==> src/rtl/sevenseg_capture.sv <==
// sevenseg_capture
//   Monitor tap for a time-multiplexed, active-low seven-segment display bus.
//   It recovers the hex nibble shown on each digit. A digit is decoded only
//   after its anode/segment pair has held steady for STABLE_CYCLES cycles.
//   A completed frame (every digit captured) is published to the outputs
//   atomically.
//
//   Optional feature macro: SEVENSEG_CAPTURE_ERRCNT_EN adds the err_count port.
//
// Parameters
//   DIGITS        number of multiplexed digits (1..8)
//   STABLE_CYCLES consecutive unchanged cycles before capture (>= 2)
//
// Ports
//   clk          rising-edge clock
//   rst          asynchronous active-high reset
//   an_n         active-low digit enables; exactly one low bit selects a digit
//   seg_n        active-low segments, bit6..bit0 = A..G
//   value        decoded nibbles, digit i in [4i+3:4i]
//   blank        digit i showed all segments off
//   invalid      digit i showed a non-hex, non-blank pattern
//   frame_valid  one-cycle pulse in the cycle value/blank/invalid change
//   err_count    (SEVENSEG_CAPTURE_ERRCNT_EN only) saturating error counter
//   dbg_state    current capture FSM state (0 idle, 1 settle, 2 captured)
//
// Output protocol: frame_valid has no back-pressure. It is high for exactly
// one cycle. In that cycle value/blank/invalid already hold the new frame, and
// they stay unchanged until the next pulse.
module sevenseg_capture #(
  parameter int DIGITS        = 4,
  parameter int STABLE_CYCLES = 8
) (
  input  logic                  clk,
  input  logic                  rst,
  input  logic [DIGITS-1:0]     an_n,
  input  logic [6:0]            seg_n,
  output logic [4*DIGITS-1:0]   value,
  output logic [DIGITS-1:0]     blank,
  output logic [DIGITS-1:0]     invalid,
  output logic                  frame_valid,
`ifdef SEVENSEG_CAPTURE_ERRCNT_EN
  output logic [7:0]            err_count,
`endif
  output logic [1:0]            dbg_state
);

  localparam int CNT_W = $clog2(STABLE_CYCLES);
  localparam int IDX_W = (DIGITS > 1) ? $clog2(DIGITS) : 1;
  localparam logic [CNT_W-1:0] CNT_MAX = CNT_W'(STABLE_CYCLES - 1);

  typedef enum logic [1:0] {
    S_IDLE     = 2'd0,
    S_SETTLE   = 2'd1,
    S_CAPTURED = 2'd2
  } state_t;

  // Returns {invalid, blank, nibble}; nibble is 0 for blank or invalid.
  function automatic logic [5:0] decode(input logic [6:0] s);
    logic [5:0] r;
    case (s)
      7'b0000001: r = 6'h00;
      7'b1001111: r = 6'h01;
      7'b0010010: r = 6'h02;
      7'b0000110: r = 6'h03;
      7'b1001100: r = 6'h04;
      7'b0100100: r = 6'h05;
      7'b0100000: r = 6'h06;
      7'b0001111: r = 6'h07;
      7'b0000000: r = 6'h08;
      7'b0000100: r = 6'h09;
      7'b0001000: r = 6'h0A;
      7'b1100000: r = 6'h0B;
      7'b0110001: r = 6'h0C;
      7'b1000010: r = 6'h0D;
      7'b0110000: r = 6'h0E;
      7'b0111000: r = 6'h0F;
      7'b1111111: r = 6'b01_0000;
      default:    r = 6'b10_0000;
    endcase
    return r;
  endfunction

  logic [DIGITS-1:0]   r_an_q, p_an_q;
  logic [6:0]          r_seg_q, p_seg_q;
  logic [CNT_W-1:0]    stable_cnt_q, stable_cnt_d;
  state_t              state_q, state_d;
  logic [DIGITS-1:0]   seen_q, seen_d;
  logic                pending_q, pending_d;
  logic [4*DIGITS-1:0] shadow_val_q, shadow_val_d;
  logic [DIGITS-1:0]   shadow_blank_q, shadow_blank_d;
  logic [DIGITS-1:0]   shadow_inv_q, shadow_inv_d;
  logic [4*DIGITS-1:0] value_q, value_d;
  logic [DIGITS-1:0]   blank_q, blank_d;
  logic [DIGITS-1:0]   invalid_q, invalid_d;
  logic                frame_valid_q, frame_valid_d;
`ifdef SEVENSEG_CAPTURE_ERRCNT_EN
  logic [7:0]          err_q, err_d;
`endif

  logic [3:0]       zero_cnt;
  logic [IDX_W-1:0] low_idx;
  logic             one_hot;
  logic             changed;
  logic             capture;
  logic [5:0]       dec;

  // Anode analysis, stability counter and FSM
  always_comb begin
    zero_cnt = '0;
    low_idx  = '0;
    for (int i = 0; i < DIGITS; i++) begin
      if (!r_an_q[i]) begin
        zero_cnt = zero_cnt + 4'd1;
        low_idx  = IDX_W'(i);
      end
    end
    one_hot = (zero_cnt == 4'd1);
    changed = (r_an_q != p_an_q) || (r_seg_q != p_seg_q);

    if (!one_hot || changed) begin
      stable_cnt_d = '0;
    end else if (stable_cnt_q != CNT_MAX) begin
      stable_cnt_d = stable_cnt_q + CNT_W'(1);
    end else begin
      stable_cnt_d = stable_cnt_q;
    end

    state_d = state_q;
    capture = 1'b0;
    case (state_q)
      S_IDLE: begin
        if (one_hot) state_d = S_SETTLE;
      end
      S_SETTLE: begin
        if (!one_hot) begin
          state_d = S_IDLE;
        end else if (changed) begin
          state_d = S_SETTLE;
        end else if (stable_cnt_q == CNT_MAX) begin
          capture = 1'b1;
          state_d = S_CAPTURED;
        end
      end
      S_CAPTURED: begin
        if (!one_hot) begin
          state_d = S_IDLE;
        end else if (changed) begin
          state_d = S_SETTLE;
        end
      end
      default: state_d = S_IDLE;
    endcase
  end

  // Shadow capture, frame completion and output publish
  always_comb begin
    dec            = decode(r_seg_q);
    shadow_val_d   = shadow_val_q;
    shadow_blank_d = shadow_blank_q;
    shadow_inv_d   = shadow_inv_q;
    // A publishing edge starts a fresh frame, and a capture on that same
    // edge is the first member of the new frame.
    seen_d         = pending_q ? '0 : seen_q;
    if (capture) begin
      shadow_val_d[4*low_idx +: 4] = dec[3:0];
      shadow_blank_d[low_idx]      = dec[4];
      shadow_inv_d[low_idx]        = dec[5];
      seen_d[low_idx]              = 1'b1;
    end
    // seen is only ever all ones in the cycle that pending is high, so this
    // flags the edge where the set completes.
    pending_d = &seen_d;

    value_d       = value_q;
    blank_d       = blank_q;
    invalid_d     = invalid_q;
    frame_valid_d = pending_q;
    if (pending_q) begin
      value_d   = shadow_val_q;
      blank_d   = shadow_blank_q;
      invalid_d = shadow_inv_q;
    end
  end

`ifdef SEVENSEG_CAPTURE_ERRCNT_EN
  always_comb begin
    err_d = err_q;
    if (((capture && dec[5]) || ((zero_cnt >= 4'd2) && changed)) &&
        (err_q != 8'hFF)) begin
      err_d = err_q + 8'd1;
    end
  end
`endif

  always_ff @(posedge clk or posedge rst) begin
    if (rst) begin
      r_an_q         <= '1;
      p_an_q         <= '1;
      r_seg_q        <= '1;
      p_seg_q        <= '1;
      stable_cnt_q   <= '0;
      state_q        <= S_IDLE;
      seen_q         <= '0;
      pending_q      <= 1'b0;
      shadow_val_q   <= '0;
      shadow_blank_q <= '0;
      shadow_inv_q   <= '0;
      value_q        <= '0;
      blank_q        <= '1;
      invalid_q      <= '0;
      frame_valid_q  <= 1'b0;
`ifdef SEVENSEG_CAPTURE_ERRCNT_EN
      err_q          <= '0;
`endif
    end else begin
      r_an_q         <= an_n;
      p_an_q         <= r_an_q;
      r_seg_q        <= seg_n;
      p_seg_q        <= r_seg_q;
      stable_cnt_q   <= stable_cnt_d;
      state_q        <= state_d;
      seen_q         <= seen_d;
      pending_q      <= pending_d;
      shadow_val_q   <= shadow_val_d;
      shadow_blank_q <= shadow_blank_d;
      shadow_inv_q   <= shadow_inv_d;
      value_q        <= value_d;
      blank_q        <= blank_d;
      invalid_q      <= invalid_d;
      frame_valid_q  <= frame_valid_d;
`ifdef SEVENSEG_CAPTURE_ERRCNT_EN
      err_q          <= err_d;
`endif
    end
  end

  assign value       = value_q;
  assign blank       = blank_q;
  assign invalid     = invalid_q;
  assign frame_valid = frame_valid_q;
  assign dbg_state   = state_q;
`ifdef SEVENSEG_CAPTURE_ERRCNT_EN
  assign err_count   = err_q;
`endif

endmodule

==> config.mk <==
export PLATFORM = sky130hd
export DESIGN_NAME = sevenseg_capture
export DESIGN_NICKNAME = d
export VERILOG_FILES = /design/src/rtl/sevenseg_capture.sv
export SDC_FILE = /design/constraint.sdc
export NUM_CORES = 1
export LEC_CHECK = 0
export CORE_ASPECT_RATIO = 0.8
export CORE_MARGIN = 2
export CORE_UTILIZATION = 45
export DETAILED_ROUTE_END_ITERATION = 16
export HOLD_SLACK_MARGIN = 0.06
export PLACE_DENSITY = 0.67
export SLEW_MARGIN = 20
export SYNTH_ARGS = -nofsm -noshare
export SYNTH_HDL_FRONTEND = slang
export SYNTH_SLANG_ARGS = --single-unit
==> constraint.sdc <==
create_clock -name clk -period 3.85 [get_ports clk]
set_input_delay 1.155 -clock clk [delete_from_list [all_inputs] [get_ports clk]]
set_output_delay 1.155 -clock clk [all_outputs]
set_load 0.01 [all_outputs]
### Yosys cells after proc, flatten, opt, wreduce, memory -nomap -nowiden

Index checks and enable logic that the tools add are counted.

| storage, ports and cells | value |
|---|---|
| input port bits | 13 |
| word-level logic and storage cells | 88 |
| bits in registers | 81 |
| output and inout bits | 27 |

| operators by class | value |
|---|---|
| order comparisons | 2 |
| shifts and indexed selects | 2 |
| multiplexer cells | 28 |
| bitwise operators | 1 |
| equality and inequality tests | 26 |
| reduce and logical (&&, ||, !) cells | 9 |
| add/subtract/negate cells | 5 |

Operators by type and width:

| operator | number |
|---|---|
| case mux 6 bit (17 select lines) | 1 |
| == test 7 x 6 -> 1 bit (second input constant) | 5 |
| == test 7 bit (second input constant) | 5 |
| negator 4 -> 34 bit | 1 |
| variable shift 4 x 34 -> 16 bit (first input constant) | 1 |
| variable part select 4 x 34 -> 16 bit | 1 |
| two-way mux 4 bit | 5 |
| bitwise mux 16 bit | 1 |
| two-way mux 2 bit | 8 |
| == test 7 x 3 -> 1 bit (second input constant) | 2 |
| == test 7 x 4 -> 1 bit (second input constant) | 2 |
| adder 4 x 1 -> 4 bit (second input constant) | 3 |
| bitwise mux 4 bit | 2 |
| == test 7 x 1 -> 1 bit (second input constant) | 1 |
| == test 7 x 5 -> 1 bit (second input constant) | 1 |
| logical NOT 7 bit | 1 |
| two-way mux 1 bit | 7 |
| inequality test 7 bit | 1 |
| two-way mux 3 bit | 2 |
| inequality test 3 bit (second input constant) | 2 |
| case mux 2 bit (3 select lines) | 1 |
| == test 4 x 1 -> 1 bit (second input constant) | 1 |
| inequality test 4 bit | 1 |
| inequality test 4 bit (second input constant) | 1 |
| other kinds (16) | 17 |

### Longest topological paths before layout

| logic depth | value |
|---|---|
| depth after elaboration | 12 |
| gate-level depth with buffers | 10 |
| gate-level depth less buffers | 10 |

### Worst setup path after synthesis

OpenSTA, ideal clock, no wires.

| timing path | value |
|---|---|
| path kind | flip-flop to flip-flop |
| start | register r_an_q[1] |
| end | register shadow_blank_q[1] |
| arrival time | 2.631 ns |
| slack | 1.094 ns |
| buffers on the path | 0 |
| stages on the path, launching flop included | 10 |
| data required time | 3.725 ns |
| period minus slack after synthesis | 2.756 ns |
| library setup time | 0.125 ns |
| cells stage by stage | dfstp_2 > inv_1 > ha_1 > xnor2_1 > ha_1 > or4b_1 > a2bb2oi_1 > nand2_2 > nand3_2 > mux2_2 |

| on the way | value |
|---|---|
| longest elaborated chain between the ends | 8 |
| elaborated cells between the ends (all ways) | 20 |
| those cells by class | add/sub: 2; order compare: 2; eq/ne: 2; mux: 12; reduce/logical: 2 |

Ends and longest elaborated chain:

| element | line | text |
|---|---|---|
| start, declared | 83 | `logic [DIGITS-1:0] r_an_q, p_an_q;` |
| start signal, assigned | 216 | `r_an_q <= an_n;` |
| two-way mux 4 bit or two-way mux 1 bit (tied branches) | 112 | `if (!r_an_q[i]) begin` |
| adder 4 x 1 -> 4 bit or two-way mux 2 bit (tied branches) | 113, 112 |  |
| two-way mux 4 bit or two-way mux 2 bit (tied branches) | 112 |  |
| adder 4 x 1 -> 4 bit, or another cell as far along | 113 | `zero_cnt = zero_cnt + 4'd1;` |
| two-way mux 4 bit or logical AND 1 bit (tied branches) | 112, 166 |  |
| == test 4 x 1 -> 1 bit or two-way mux 1 bit (tied branches) | 117, 166 |  |
| two-way mux 1 bit or demux 1 bit (select 2 bit) (tied branches) | 135, 166 |  |
| two-way mux 1 bit or bitwise mux 4 bit (tied branches) | 130, 166 |  |
| end signal, assigned | 225 | `shadow_blank_q <= shadow_blank_d;` |
| end, declared | 90 | `logic [DIGITS-1:0] shadow_blank_q, shadow_blank_d;` |

Parallel ways exist; a longest one is shown, timed or not.
A chain may end at the register's enable or synchronous reset.

### Worst setup path in the final report

| timing path | value |
|---|---|
| start | register r_an_q[1] |
| end | register shadow_val_q[4] |

| on the way | value |
|---|---|
| longest elaborated chain between the ends | 8 |
| elaborated cells between the ends (all ways) | 18 |
| those cells by class | add/sub: 3; eq/ne: 2; shift: 2; mux: 10; reduce/logical: 1 |

Ends and longest elaborated chain:

| element | line | text |
|---|---|---|
| two-way mux 4 bit | 112 |  |
| adder 4 x 1 -> 4 bit | 113 |  |
| two-way mux 4 bit | 112 |  |
| adder 4 x 1 -> 4 bit | 113 |  |
| two-way mux 4 bit | 112 |  |
| == test 4 x 1 -> 1 bit | 117 | `one_hot = (zero_cnt == 4'd1);` |
| two-way mux 1 bit | 135 | `if (!one_hot) begin` |
| two-way mux 1 bit | 130 | `case (state_q)` |
| end signal, assigned | 224 | `shadow_val_q <= shadow_val_d;` |
| end, declared | 89 | `logic [4*DIGITS-1:0] shadow_val_q, shadow_val_d;` |

Parallel ways exist; a longest one is shown, timed or not.

==> run_results.csv <==
group,metric,value,unit
drt,wl_per_cell,14.9,um
status,status,"finished clean",
floorplanning,row_count,28,
sta,setup_viol,0,
sta,rsz0062_at_grt,"no",
floorplanning,start_util,47.1,%
drt,drc,0,
yosys,seq_area_frac_synth,58.3,%
drt,vias,2099,
floorplanning,die-width,103,um
worst_setup_path,path_class,"flop to flop",
sta,finalCritPeriodShare,77.7,%
yosys,synth_top_flop_cell,"dfrtp_1",
drt,drt_first_pass_iters,4,
layout,mostFrequentLayoutCells,"54 x dfrtp_1, 48 x mux2_2, 39 x clkdlybuf4s50_1",
global_route,grt_pass1_wl,10800,um
layout,final_cells,409,
worst_setup_path,rr_worst_depth,9,
clock_network,cts_tree,"yes",
worst_setup_path,crit-reg2reg-launch,"r_an_q[1]",
clock_network,cts_sinks,81,
yosys,yosysWarningCount,0,
drt,first_iter_violations,87,
layout,nets,317,
sta,maxSlewHeadroom,45.4,%
placed_design,port-buffer-count,39,
power,powerDensity,393,nW/um^2
yosys,syn_area,3530,sq um
worst_setup_path,required,4.09,ns
sta,tightest_slew,0.813,ns
yosys,synthMuxAreaShare,16.2,%
yosys,synth_adder_area_share,1.77,%
clock_network,clk_latency,0.35,ns
worst_setup_path,r2r_slack,0.86,ns
yosys,yosys.area_share.xor_xnor,4.22,%
sta,fin_tns_setup,0,ns
worst_setup_path,arrival,3.23,ns
hold_path,hold-path-cell-count,0,
floorplanning,dieArea,8580,sq um
floorplanning,num_io_pins,40,
drt,routed_wl,6110,um
sta,min_period,2.99,ns
clock_network,cts_hold_buf,0,
global_route,grt_pass1_vias,2199,
layout,post-route-util,56.4,%
worst_setup_path,r2r_end,"shadow_val_q[4]",
clock_network,h-tree-depth,3,
placed_design,placedCellCount,393,
drt,via_per_inst,5.13,
clock_network,path_clk_slew,0.08,ns
clock_network,cts_buffers,9,
yosys,synth_nets,279,
floorplanning,chipHeight,83.2,um
global_route,grt_max_degree,48,
floorplanning,core-area,7500,sq um
power,p_leak,0.00187,uW
worst_setup_path,critPathMaxFanout,7,
layout,drive_above_1_share,35.2,%
yosys,synth-simple-area-share,10.6,%
yosys,ys_seq_elements,81,
yosys,synth_top_family_by_area,"multiplexers",
hold_path,min-delay-start,"r_an_q[0]",
sta,hold_viol,0,
sta,finalMaxSlewViolations,0,
global_route,antenna_found_initial,0,
layout,syn_to_final_growth,19.8,%
clock_network,post_cts_buffers,0,
worst_setup_path,startpoint_type,"flop",
layout,final_common_cell,"dfrtp_1",
yosys,yosysUniqueCellTypes,52,
worst_setup_path,setup.worst_path.end_class,"flop",
yosys,synth_compound_area_share,5.63,%
clock_network,cts_root_buf,"clkbuf_8",
placed_design,place_hpwl,4220,um
sta,fin_worst_skew,0.00897,ns
global_route,overflow,0,
layout,diodes,0,
placed_design,gp_congestion,0.858,
hold_path,min-delay-path-class,"flop to flop",
sta,fmax,334,MHz
clock_network,cts_resized,0,
yosys,avgSynthCellArea,13.5,sq um
power,max-vdd-ir-drop,0.269,mV
global_route,track_usage,16.0,%
yosys,synth-edff-count,0,
drt,drtAntennaViolNets,0,
run,max_cap_violations,0,
clock_network,clk_path_buf_depth,2,
yosys,synthCells,261,
hold_path,hold-path-endpoint,"p_an_q[0]",
yosys,async_flop_share,100,%
[where the power goes]
| part | total (uW) | switching (uW) | internal [uW] |
|---|---|---|---|
| Clock | 675 | 307 | 369 |
| Combinational | 89.2 | 45.9 | 43.3 |
| Sequential | 898 | 23.9 | 874 |
| Total | 1660 | 376 | 1290 |
[per-stage QoR]
step	setup slack (ns)	hold slack, ns	power (uW)	area [sq um]
finish	0.857	0.389	1660	4230
global route	0.653	0.393	1740	4230
CTS	0.859	0.392	1690	4230
detailed placement	0.849	0.386	1000	4010
global placement	0.941	0.380	1000	4010
floorplan	0.658	0.352	972	3530
[cell families (layout without fill, tap and decap cells)]
family / count (synthesis) / after routing
multiplexers: 51 / 51
flip-flops: 81 / 81
AND/OR/NAND/NOR: 53 / 53
buffers and inverters: 26 / 69
adder cells (fa/ha/maj): 5 / 5
AO/OA/AOI/OAI: 28 / 28
XOR/XNOR: 17 / 17
[layer usage]
metal,share of wire (%),track usage (%),up-vias
met2,47,24.5,42
met1,47,22.2,1036
met3,3.8,4.04,10
met4,1.5,5.38,0
li1,-,-,1011
met5,0,0,-
[worst max-delay path by stage]
stage	startpoint	end	slack (ns)	cells past startpoint
2_1_floorplan	rst	dbg_state[0]	0.66	1
3_3_place_gp	r_an_q[1]	shadow_inv_q[1]	0.94	9
3_5_place_dp	r_an_q[1]	shadow_val_q[10]	0.85	9
4_1_cts	r_an_q[1]	shadow_val_q[8]	0.86	9
5_1_grt	r_an_q[1]	frame_valid_d	0.65	9
6_report	r_an_q[1]	shadow_val_q[4]	0.86	9
[cell type report]
| class | count | area, sq um |
|---|---|---|
| Timing Repair Buffer | 41 | 418 |
| Fill cell | 627 | 3270 |
| Tap cell | 105 | 131 |
| Clock buffer | 10 | 128 |
| Clock inverter | 6 | 92.6 |
| Multi-Input combinational cell | 154 | 1360 |
| Sequential cell | 81 | 2060 |
| Inverter | 12 | 45.0 |
[cells in the mapped netlist (all sizes together) (2+ instances only)]
cell / count / share of area [%]
inv: 12 / 1.3
nor3: 7 / 1.3
nand2: 5 / 0.60
nor2: 8 / 0.85
xor2: 3 / 0.74
and4b: 2 / 0.57
nor3b: 2 / 0.42
ha: 5 / 1.8
o21ai: 7 / 0.99
xnor2: 14 / 3.5
nor4b: 2 / 0.67
nor4: 3 / 0.53
buf: 9 / 1.4
nand4: 5 / 1.3
or4b: 2 / 0.57
nand2b: 3 / 0.53
clkbuf: 5 / 0.60
nand3: 4 / 0.99
mux2: 48 / 15
dfstp: 26 / 19
o31ai: 2 / 0.42
or3b: 2 / 0.50
dfrtp: 55 / 39
a21oi: 4 / 0.57
a311o: 2 / 0.60
mux2i: 3 / 0.85
a31oi: 4 / 0.71
or2: 2 / 0.35
[state kept, by name (all words and copies together) (netlist names)]
name	cells
blank	4
dbg_state	2
frame_valid	1
frame_valid_d	1
invalid	4
p_an_q	4
p_seg_q	7
r_an_q	4
r_seg_q	7
seen_q	4
shadow_blank_q	4
shadow_inv_q	4
shadow_val_q	16
stable_cnt_q	3
value	16
[critical path, cell delays in order (launching register included)]
cell       delay [ns]
dfstp_2          0.59
inv_1            0.07
ha_1             0.33
xnor2_1          0.20
ha_1             0.26
or4b_1           0.50
a2bb2oi_1        0.17
nand2_2          0.18
nand3_2          0.23
mux2_2           0.35
Power figures use the tool's default switching activity.
